**src/rtl/ghr_checkpoint_ctrl.sv**
```systemverilog
// ghr_checkpoint_ctrl: speculative global history with a per-branch checkpoint ring for mispredict recovery
module ghr_checkpoint_ctrl #(
  parameter int GHR_W = 5,
  parameter int DEPTH = 8,
  parameter int TAG_W = 3
) (
  input  logic             clock,
  input  logic             reset,
  input  logic             pred_valid1,
  input  logic             pred_valid2,
  input  logic             pred_taken1,
  input  logic             pred_taken2,
  output logic             alloc_ready,
  output logic [TAG_W-1:0] tag1,
  output logic [TAG_W-1:0] tag2,
  output logic [GHR_W-1:0] ghr_spec,
  input  logic [1:0]       commit_count,
  input  logic             mispredict,
  input  logic [TAG_W-1:0] mp_tag,
  input  logic             mp_taken,
  output logic [TAG_W:0]   count,
  output logic             full
);
  localparam logic [TAG_W:0] DEPTH_C = (TAG_W+1)'(DEPTH);
  logic [GHR_W-1:0] ghr_q, ghr_d;
  logic [GHR_W-1:0] ckpt_q [DEPTH];
  logic [TAG_W-1:0] head_q, head_d, tail_q, tail_d, tail_p1, mp_dist;
  logic [TAG_W:0]   count_q, count_d, commit_req, commit_n, alloc_n;
  logic             both, fire;
  assign tail_p1     = tail_q + TAG_W'(1);
  assign both        = pred_valid1 & pred_valid2;
  assign alloc_ready = (DEPTH_C - count_q >= (TAG_W+1)'(2)) && !mispredict;
  assign fire        = alloc_ready && (pred_valid1 || pred_valid2);
  assign tag1        = tail_q;
  assign tag2        = pred_valid1 ? tail_p1 : tail_q;
  assign ghr_spec    = ghr_q;
  assign count       = count_q;
  assign full        = count_q == DEPTH_C;
  assign mp_dist     = mp_tag - head_q;
  always_comb begin
    alloc_n    = fire ? (TAG_W+1)'(pred_valid1) + (TAG_W+1)'(pred_valid2) : '0;
    commit_req = (TAG_W+1)'(commit_count);
    commit_n   = commit_req > count_q ? count_q : commit_req;
    head_d     = head_q + commit_n[TAG_W-1:0];
    // the mispredicted branch keeps its slot, everything younger is dropped
    ghr_d      = mispredict ? {ckpt_q[mp_tag][GHR_W-2:0], mp_taken} :
                 !fire      ? ghr_q :
                 both       ? {ghr_q[GHR_W-3:0], pred_taken1, pred_taken2} :
                              {ghr_q[GHR_W-2:0], pred_valid1 ? pred_taken1 : pred_taken2};
    tail_d     = mispredict ? mp_tag + TAG_W'(1) : tail_q + alloc_n[TAG_W-1:0];
    count_d    = mispredict ? (TAG_W+1)'(mp_dist) + (TAG_W+1)'(1) - commit_n
                            : count_q + alloc_n - commit_n;
  end
  always_ff @(posedge clock or posedge reset) begin
    if (reset) begin
      ghr_q   <= '0;
      head_q  <= '0;
      tail_q  <= '0;
      count_q <= '0;
    end else begin
      ghr_q   <= ghr_d;
      head_q  <= head_d;
      tail_q  <= tail_d;
      count_q <= count_d;
    end
  end
  // each checkpoint holds the history seen before its own branch shifted in
  always_ff @(posedge clock) begin
    if (fire) begin
      ckpt_q[tail_q] <= ghr_q;
      if (both) ckpt_q[tail_p1] <= {ghr_q[GHR_W-2:0], pred_taken1};
    end
  end
endmodule

```
**config.mk**
```make
export PLATFORM = sky130hd
export DESIGN_NAME = ghr_checkpoint_ctrl
export DESIGN_NICKNAME = d
export VERILOG_FILES = /design/src/rtl/ghr_checkpoint_ctrl.sv
export SDC_FILE = /design/constraint.sdc
export NUM_CORES = 1
export LEC_CHECK = 0
export ABC_CLOCK_PERIOD_IN_PS = 7660
export CORE_UTILIZATION = 55
export CTS_BUF_LIST = sky130_fd_sc_hd__clkbuf_16
export DETAILED_ROUTE_END_ITERATION = 8
export PLACE_DENSITY = 0.73
export SYNTH_ARGS = -nofsm -noshare
export SYNTH_HDL_FRONTEND = slang
export SYNTH_SLANG_ARGS = --single-unit
```
**constraint.sdc**
```tcl
create_clock -name clock -period 7.66 [get_ports clock]
set_clock_uncertainty 0.2 [all_clocks]
set_input_delay 1.532 -clock clock [delete_from_list [all_inputs] [get_ports clock]]
set_output_delay 1.532 -clock clock [all_outputs]
set_load 0.005 [all_outputs]
```
==> results.tsv <==
metric	value	unit
synth_fp_nets	341	
cp.required	5.93	ns
syn_inst	300	
wl_per_cell	18.9	um
clock.fmax	0.203	GHz
critPathKind	in -> out	
htreeDepth	2	
yosys_warnings	0	
drc	0	
start_util	0.572	
min_period_over_period	0.644	
power_frac_seq	0.344	
cts_tree	yes	
start_kind	input port	
dp_cells	383	
rows	28	
swShare	0.381	
cts_hold_repair.buffers	0	
grt_pass1_vias	2279	
tns	0	ns
ys_ff_latch	47	
ys_seq_area_frac	0.392	
worstSetupEndpointType	output pin	
synth_top_area_share	0.282	
cts_root_buf	clkbuf_16	
synth.largest_area_cell	edfxtp_1	
numCtsBuffers	5	
ff2ff_path_depth	12	
finalSetupViolCount	0	
synthDistinctLibCells	46	
finalMaxSlewViolations	0	
synth.avg_cell_area	11.4	um^2
drt-initial-drc-count	132	
peakVddDrop	0.000258	V
slew_headroom	0.419	
clk-insertion-delay-late	0.29	ns
p_per_area	322	nW/um^2
worstMarginPinSlew	0.872	ns
grt_max_degree	23	
intPower	0.766	mW
dr_total_vias	2322	
gp_congestion	0.817	
hold_violations	0	
synth.most_common_cell	mux2_2	
switchingPower	0.472	mW
coreArea	5960	um^2
period_needed	4.93	ns
synth_edf_count	32	
boundaryPins	30	
rsz0062_at_grt	false	
antenna_found_initial	0	
cap_violations	0	
die_x	80.7	um
cts.reportedPaths.clkPinSlew	0.06	ns
clockPowerShare	0.175	
ys.flop_type	edfxtp_1	
io_buffers	29	
fin_cells	391	
dr.pass1.iters	4	
syn2layout_area_growth	12.7	%
ant_nets	0	
grt_usage	0.251	
hp-class	reg -> reg	
cts_sinks	47	
die_h	80.7	um
power_frac_comb	0.481	
clockBufferDepth	2	
grt_pass1_wl	12000	um
diodes	0	
overflow	0	
hold_path_depth	1	
finalNetCount	356	
leakage	1.44	nW
drive_above_1_share	0.212	
viasPerCell	5.94	
cp.arrival	3.20	ns
outcome	finished, final reports clean	
post-cts-setup-buffer-count	0	
hpwl	5340	um
post_cts_resized	0	
die_area	6520	um^2
netlist_top_cells_count	mux2_2 (43), edfxtp_1 (32), inv_1 (25)	
synthArstFlopShare	0.319	
totalWireLength	7390	um
synth_area	3410	um^2
worstPathMaxFanout	22	
synth_area_leaders	edfxtp_1 (28%), mux2_2 (14%), dfrtp_1 (11%)	
-- cells by family (layout without fill, tap and decap cells) --
logic type,Yosys count,after routing,share of synthesized area
simple gates,68,68,0.130
compound gates,46,46,0.0914
xor+xnor,14,14,0.0360
flops,47,47,0.392
buf+inv,46,62,0.0558
mux,51,51,0.181
fa+ha+maj,28,28,0.114
-- power by group through the flow --
stage	Clock (mW)	Sequential (mW)	Combinational, mW
after CTS	0.220	0.426	0.595
final	0.217	0.426	0.595
after global placement	0	0.427	0.578
after detailed placement	0	0.431	0.586
after global routing	0.227	0.438	0.660
after floorplan	0	0.383	0.459
-- routing by layer --
metal	global-route usage	vias up	routed length [um]
li1	-	1117	-
met1	0.350	1139	3550
met2	0.402	56	3470
met3	0.0449	10	259
met4	0.0732	0	102
met5	0	-	0
-- cells in the final DEF (no fill, tap or decap), types with 3 or more instances in the layout --
cell             instances
a211oi_1                 4
a21oi_1                 11
a221o_1                  5
and2_1                   3
clkbuf_16                5
clkdlybuf4s50_1         29
dfrtp_1                 15
edfxtp_1                32
fa_1                     5
ha_1                    23
inv_1                   25
mux2_2                  43
mux4_2                   4
nand2_1                 12
nand2b_1                 3
nor2_1                  22
nor2b_1                  3
nor3_4                   8
o21ai_0                 10
o22ai_1                  8
xnor2_1                  9
xor2_1                   5
-- metrics by stage --
stage	power (mW)	util	setup WS, ns	hold slack [ns]	instance area [um^2]
floorplan	0.842	-	3.51	0.283	3410
global placement	1.00	0.621	2.61	0.295	3700
detailed placement	1.02	0.621	2.61	0.307	3700
CTS	1.24	0.645	2.77	0.321	3840
global route	1.33	0.645	2.59	0.332	3840
finish	1.24	0.645	2.73	0.314	3840
-- worst paths after layout --
path	start	end	slack, ns
max reg2reg	count[1]	count[3]	3.48
max	mispredict	alloc_ready	2.73
min reg2reg	head_q[0]	head_q[0]	0.31
max in group asynchronous	reset	count[3]	5.42
min	head_q[0]	head_q[0]	0.31
min in group asynchronous	reset	ghr_spec[3]	1.43
-- cell type report --
| cell class | count | area, um^2 |
|---|---|---|
| sequential | 47 | 1340 |
| inverter | 25 | 93.8 |
| tap | 75 | 93.8 |
| clock buffer | 5 | 125 |
| multi-input combinational | 207 | 1880 |
| fill | 483 | 2110 |
| clock inverter | 3 | 20.0 |
| timing repair buffer | 29 | 290 |
-- worst max-delay path, cell delays in order --
cell             delay, ns
clkdlybuf4s50_1       0.83
a21oi_1               0.30
clkdlybuf4s50_1       0.53
-- registers in the layout (all words and copies together) (netlist names) --
name and flops:
ckpt_q 32, tag1 3, count 4, head_q 3
ghr_spec 5
No activity file was read; power rests on OpenSTA's default activity.
